[config.mk]
export PLATFORM = sky130hd
export DESIGN_NAME = mul_seq_ctrl
export DESIGN_NICKNAME = d
export VERILOG_FILES = /design/src/rtl/mul_seq_ctrl_pkg.sv /design/src/rtl/mul_seq_ctrl_adder.sv /design/src/rtl/mul_seq_ctrl.sv
export SDC_FILE = /design/constraint.sdc
export NUM_CORES = 1
export LEC_CHECK = 0
export CORE_MARGIN = 1
export CORE_UTILIZATION = 60
export CTS_CLUSTER_SIZE = 8
export DETAILED_ROUTE_END_ITERATION = 7
export PLACE_DENSITY = 0.92
export SYNTH_ARGS = -nofsm -noshare
export SYNTH_HDL_FRONTEND = slang
export SYNTH_SLANG_ARGS = --single-unit
[constraint.sdc]
create_clock -name clk -period 13.5 [get_ports clk]
set_input_delay 2.025 -clock clk [delete_from_list [all_inputs] [get_ports clk]]
set_output_delay 2.025 -clock clk [all_outputs]
set_load 0.05 [all_outputs]
[src/rtl/mul_seq_ctrl_pkg.sv]
// Shared definitions for the shift-add multiplier sequencer.
//   state_t    : sequencer state encoding (2'd3 is unused and recovers to IDLE)
//   MUL_WIDTH  : default operand/result width
//   MUL_CNTW   : default iteration counter width, wide enough to hold MUL_WIDTH
package mul_seq_ctrl_pkg;

  typedef enum logic [1:0] {
    ST_IDLE = 2'd0,
    ST_RUN  = 2'd1,
    ST_DONE = 2'd2
  } state_t;

  localparam int MUL_WIDTH = 64;
  localparam int MUL_CNTW  = $clog2(MUL_WIDTH) + 1;

endpackage

[src/rtl/mul_seq_ctrl_adder.sv]
// Plain ripple-style WIDTH-bit adder shared by the multiplier datapath.
// Ports:
//   a, b  : addends
//   cin   : carry in
//   sum   : a + b + cin, modulo 2^WIDTH
//   cout  : carry out of the top bit
module mul_seq_ctrl_adder #(
  parameter int WIDTH = 64
) (
  input  logic [WIDTH-1:0] a,
  input  logic [WIDTH-1:0] b,
  input  logic             cin,
  output logic [WIDTH-1:0] sum,
  output logic             cout
);

  logic [WIDTH:0] full;

  assign full = {1'b0, a} + {1'b0, b} + {{WIDTH{1'b0}}, cin};
  assign sum  = full[WIDTH-1:0];
  assign cout = full[WIDTH];

endmodule

[src/rtl/mul_seq_ctrl.sv]
// Sequencer for a radix-2 shift-add multiplier (low WIDTH bits of a*b).
// One conditional accumulate per multiplier bit through a single shared adder.
//
// state   | meaning
// --------+-----------------------------------------------------------
// IDLE    | waiting for start; result holds the last product
// RUN     | WIDTH iterations of accumulate / shift
// DONE    | one-cycle done pulse, result valid
//
// Ports:
//   clk     : rising-edge clock
//   reset   : asynchronous, active-high reset
//   start   : request, sampled only in IDLE
//   kill    : abort / pipeline flush, overrides start and sequencing
//   op_a    : multiplicand, captured with start
//   op_b    : multiplier, captured with start
//   busy    : high in RUN and DONE
//   done    : one-cycle pulse while the result is valid
//   result  : product low bits, held until the next accepted start
module mul_seq_ctrl
  import mul_seq_ctrl_pkg::*;
#(
  parameter int WIDTH = MUL_WIDTH,
  parameter int CNTW  = MUL_CNTW
) (
  input  logic             clk,
  input  logic             reset,
  input  logic             start,
  input  logic             kill,
  input  logic [WIDTH-1:0] op_a,
  input  logic [WIDTH-1:0] op_b,
  output logic             busy,
  output logic             done,
  output logic [WIDTH-1:0] result
);

  localparam logic [CNTW-1:0] CNT_LAST = CNTW'(WIDTH - 1);
  localparam logic [CNTW-1:0] CNT_ONE  = CNTW'(1);

  state_t           state;
  logic [WIDTH-1:0] acc;
  logic [WIDTH-1:0] mcand;
  logic [WIDTH-1:0] mplier;
  logic [CNTW-1:0]  cnt;
  logic [WIDTH-1:0] sum;
  logic             busy_r;
  logic             done_r;
  logic [WIDTH-1:0] acc_next;

  mul_seq_ctrl_adder #(
    .WIDTH (WIDTH)
  ) u_adder (
    .a    (acc),
    .b    (mcand),
    .cin  (1'b0),
    .sum  (sum),
    .cout ()
  );

  // Accumulator value after this cycle's iteration; also the final product
  // on the last iteration, so result can be loaded on entry to DONE.
  assign acc_next = mplier[0] ? sum : acc;

  always_ff @(posedge clk or posedge reset) begin
    if (reset) begin
      state  <= ST_IDLE;
      acc    <= '0;
      mcand  <= '0;
      mplier <= '0;
      cnt    <= '0;
      result <= '0;
      busy_r <= 1'b0;
      done_r <= 1'b0;
    end else begin
      case (state)
        ST_IDLE: begin
          done_r <= 1'b0;
          if (start && !kill) begin
            acc    <= '0;
            mcand  <= op_a;
            mplier <= op_b;
            cnt    <= '0;
            result <= '0;
            busy_r <= 1'b1;
            state  <= ST_RUN;
          end
        end
        ST_RUN: begin
          if (kill) begin
            busy_r <= 1'b0;
            done_r <= 1'b0;
            state  <= ST_IDLE;
          end else begin
            acc    <= acc_next;
            mcand  <= mcand << 1;
            mplier <= mplier >> 1;
            cnt    <= cnt + CNT_ONE;
            if (cnt == CNT_LAST) begin
              result <= acc_next;
              done_r <= 1'b1;
              state  <= ST_DONE;
            end
          end
        end
        ST_DONE: begin
          busy_r <= 1'b0;
          done_r <= 1'b0;
          state  <= ST_IDLE;
        end
        default: begin
          busy_r <= 1'b0;
          done_r <= 1'b0;
          state  <= ST_IDLE;
        end
      endcase
    end
  end

  assign busy = busy_r;
  // A flush arriving during the DONE cycle must squash the pulse in that
  // same cycle, so the registered pulse is gated by kill.
  assign done = done_r & ~kill;

endmodule

* Yosys cells after proc, flatten, opt, wreduce, memory -nomap -nowiden
Cells that the tools add are included.
** Storage, ports and cells
- Logic and storage cells :: 53
- Output and inout bits :: 66
- Input port bits :: 132
- Flip-flop bits (word level) :: 267
** Operators by class
- Equal/unequal tests :: 7
- $add $sub $neg :: 2
- Reductions and logical operators :: 8
- Muxes and demuxes :: 26
- Bitwise logic cells :: 2
** Operators with widths (number)
- 64-bit two-way mux :: 9
- 64-bit case mux with 2 select lines :: 4
- 64-bit adder :: 1
- 7-bit two-way mux :: 2
- 7-bit case mux with 2 select lines :: 1
- 2-bit != test (second input constant) :: 4
- 7-bit by 1-bit adder with 7-bit output (second input constant) :: 1
- 7-bit by 6-bit == test with 1-bit output (second input constant) :: 1
- 2-bit two-way mux :: 3
- 1-bit two-way mux :: 5
- 2-bit case mux with 2 select lines :: 1
- 2-bit AND reduction :: 2
- 4-bit AND reduction :: 1
- 3-bit != test (second input constant) :: 1
- 3-bit AND reduction :: 1
- 2-bit by 1-bit == test with 1-bit output (second input constant) :: 1
- 2-bit logical NOT :: 1
- 1-bit case mux with 2 select lines :: 1
- 2-bit nonzero test :: 1
- 1-bit bitwise AND :: 1
- 1-bit logical AND :: 1
- 1-bit logical NOT :: 1
- 1-bit NOT :: 1

* Longest topological paths before layout
- Depth in word-level cells :: 5
- Mapped depth :: 13
- Depth with buffers taken out :: 13

* Cells and area by module
A second synthesis with hierarchy kept.
** Second synthesis, totals
- Cell total of the unflattened synthesis :: 1685
- Area, all modules :: 16467.0 um^2
** Modules (own cells, without submodules)
- mul_seq_ctrl :: cells each 1118, area each 12642.1 um^2, instances 1, seq. area each 6681.4 um^2
- mul_seq_ctrl_adder :: cells each 567, area each 3824.9 um^2, instances 1, seq. area each 0.0 um^2

* Worst setup path before layout
No wires, ideal clock.
- Kind :: in2out
- Start :: in kill
- End :: out done
- Required time :: 11.475 ns
- Arrival :: 2.902 ns
- Path slack :: 8.573 ns
- Path buffers :: 1
- Cell stages on the path :: 2
- Cell sequence :: clkbuf_1 > nor2b_1
** On the way
- Cells in the longest elaborated chain, start to end :: 2
** RTL lines
- start: declaration :: RTL line mul_seq_ctrl.sv:29 : input logic kill,
- 1-bit NOT :: RTL line mul_seq_ctrl.sv:122 : assign done = done_r & ~kill;
- 1-bit bitwise AND :: RTL line mul_seq_ctrl.sv:122
- end: declaration :: RTL line mul_seq_ctrl.sv:33 : output logic done,
No other way between the ends.

* Worst setup path after layout
Ends and elaborated chain as after synthesis.

==> results.py <==
metrics = {
    "run_status": {
        "outcome": "finished, final reports clean",
    },
    "route": {
        "dr.first_iter.drc_count": 1070,
        "first_pass_iters": 5,
        "post_drt_wl_per_cell_um": 19.0,
        "vias": 14163,
        "via_per_inst": 6.28,
        "wl_mm": 42.8,
        "drc": 0,
        "drtAntennaViolNets": 0,
    },
    "synthesis": {
        "synthDistinctLibCells": 66,
        "yosysTopAreaCell": "dfrtp_1",
        "synthTopCellsByArea": "dfrtp_1 (45%), nand2_1 (12%), ha_1 (5.3%), nor2_1 (4.5%), a21oi_1 (3.6%)",
        "yosys_warnings": 0,
        "syn_nets": 1978,
        "yosysTopAreaCellShare_pct": 44.6,
        "syn_inst": 1781,
        "synth-seq-area-share_pct": 44.6,
        "syn_area_per_cell_um2": 8.41,
        "syn_area_um2": 15000,
        "ys.flop_type": "dfrtp_1",
        "synthArstFlopShare_pct": 100,
        "synth_edf_count": 0,
        "ys_ff_latch": 267,
    },
    "floorplanning": {
        "die_y_um": 160,
        "coreArea_um2": 24400,
        "die_area_um2": 25600,
        "row_count": 57,
        "ioPinCount": 198,
        "die_w_um": 160,
        "initial_utilization_pct": 61.4,
    },
    "global_route": {
        "grt_max_degree": 120,
        "track_usage_pct": 33.7,
        "grt_first_pass_wirelength_mm": 70.0,
        "grt-ovfl-total": 0,
        "first_global_vias": 14241,
        "antenna_found_initial": 1,
    },
    "sta": {
        "clock.fmax_ghz": 0.167,
        "skew_ns": 0.0204,
        "rsz0062_at_grt": "no",
        "maxSlewViolCount": 0,
        "fin_ws_ns": 7.50,
        "worst_pin_slew_ns": 1.20,
        "period_needed_ns": 6.00,
        "maxSlewHeadroom_pct": 19.9,
        "timing.final.crit_share_pct": 44.4,
        "hold_viol_final": 0,
        "tns_ns": 0,
        "setup_viol": 0,
    },
    "setup_path": {
        "cp_slowest_cell": "clkdlybuf4s50_1",
        "cp_max_fo": 9,
        "critPathMaxStageDelay_ns": 0.87,
        "critPathArrivalTime_ns": 3.97,
        "path_class": "input port to output pin",
        "critPathMostFrequentCell": "clkdlybuf4s50_1",
        "path_cells": "clkdlybuf4s50_1, nor2b_1, clkdlybuf4s50_1",
        "worstSetupStartpointType": "input port",
        "worst_setup_path_end_kind": "output pin",
        "required_ns": 11.48,
    },
    "clock_tree": {
        "cts_setup_buffers": 0,
        "cts_made_buffers": 39,
        "cts_tree": "yes",
        "holdBufCountCts": 0,
        "cts_root_buffer": "clkbuf_16",
        "clock_latency_ns": 0.53,
        "ctsHtreeMaxLevel": 2,
        "numClockSinks": 267,
        "clk_pin_slew_ns": 0.05,
        "cts_buffer_depth": 3,
        "cts_resized": 0,
    },
    "worst_hold_path": {
        "hp-class": "flip-flop to flip-flop",
    },
    "placed_design": {
        "portBuffers": 197,
        "place_ws_ns": 7.07,
        "gp_congestion": 0.945,
        "place_area_um2": 17100,
        "dp_hpwl_mm": 28.5,
    },
    "final_layout": {
        "final_util_pct": 74.5,
        "syn_to_final_growth_pct": 21.3,
        "n_antenna_cell": 0,
        "fin_area_um2": 18200,
        "drive_above_1_share_pct": 4.15,
        "fin_nets": 2124,
        "final_common_cell": "nand2_1",
        "final_cell_mix": "nand2_1 (493), dfrtp_1 (266), clkdlybuf4s50_1 (197)",
    },
    "pwr": {
        "ir_drop_mv": 0.122,
        "p_per_area_nw_per_um2": 197,
        "p_leak_nw": 8.52,
    },
    "flow_run": {
        "max-cap-violations": 0,
    },
}
-- area by class of cell --
class                   count  area, um^2
clock buffers              41        1000
clock inverters             3        32.5
inverters                  16        67.6
fillers                  1760        6220
multi-input cells        1393        7910
repair buffers            210        2070
flip-flops and latches    267        6680
well taps                 324         405
-- per-layer routing --
| metal | share of wire [%] | GRT usage [%] | up-vias | routed length [um] |
|---|---|---|---|---|
| li1 | - | - | 6491 | - |
| met1 | 41 | 43.8 | 6878 | 17300 |
| met2 | 47 | 55.0 | 674 | 20200 |
| met3 | 8.9 | 7.01 | 118 | 3790 |
| met4 | 3.3 | 14.0 | 2 | 1430 |
| met5 | 0.030 | 0 | - | 13 |
-- report_power, final --
group	switching (W)	internal, W	leakage (nW)	total [W]
clock network	0.000342	0.000521	0.506	0.000864
registers	0.000182	0.00102	3.34	0.00120
logic	0.000949	0.000562	4.67	0.00151
-- sequential cells by signal (all words and copies together) (netlist names) --
register and cells:
state 2, done_r 1, mcand 64, result 64, busy 1, mplier 64
acc 64, cnt 7
-- critical path: cells and delay by family --
kind | cells | cell delay, ns
buffers and inverters | 2 | 1.53
AND/OR/NAND/NOR | 1 | 0.41
-- final timing paths --
| kind | from | slack [ns] | to | depth (start not counted) |
|---|---|---|---|---|
| max | kill | 7.50 | done | 3 |
| min | result[18] | 0.47 | result[18] | 2 |
| max reg2reg | state[1] | 8.87 | result[63] | 8 |
| min reg2reg | result[18] | 0.47 | result[18] | 2 |
| max in group asynchronous | reset | 9.90 | mplier[0] | 3 |
| min in group asynchronous | reset | 2.03 | mplier[55] | 2 |
-- cells in the mapped netlist (all sizes together) (7+ instances only) --
cell and instances:
a22o 15, xor2 25, o31ai 13, inv 16
o21a 13, nor3 13, dfrtp 267, a22oi 63
a21o 32, buf 23, nand2 494, a221oi 14
o21ai 71, mux2i 25, and3 19, xnor2 41
o21bai 12, a21oi 108, nand4 17, a31oi 81
clkbuf 82, a32o 7, nand3 18, ha 64
nor2 178
-- per-stage QoR --
| step | power (W) | hold slack [ns] | std cells |
|---|---|---|---|
| global route | 0.00376 | 0.492 | 2254 |
| detailed placement | 0.00268 | 0.463 | 2210 |
| floorplan | 0.00224 | 0.456 | 1781 |
| global placement | 0.00262 | 0.463 | 2210 |
| CTS | 0.00355 | 0.475 | 2254 |
| finish | 0.00357 | 0.472 | 2254 |
-- cells by family after synthesis --
group           share of synthesized area (%)
fa+ha+maj                                5.48
buf+inv                                  3.03
mux                                      1.75
simple gates                             20.9
flops                                    44.6
compound gates                           20.4
xor+xnor                                 3.86
(Power assumes the default switching activity.)
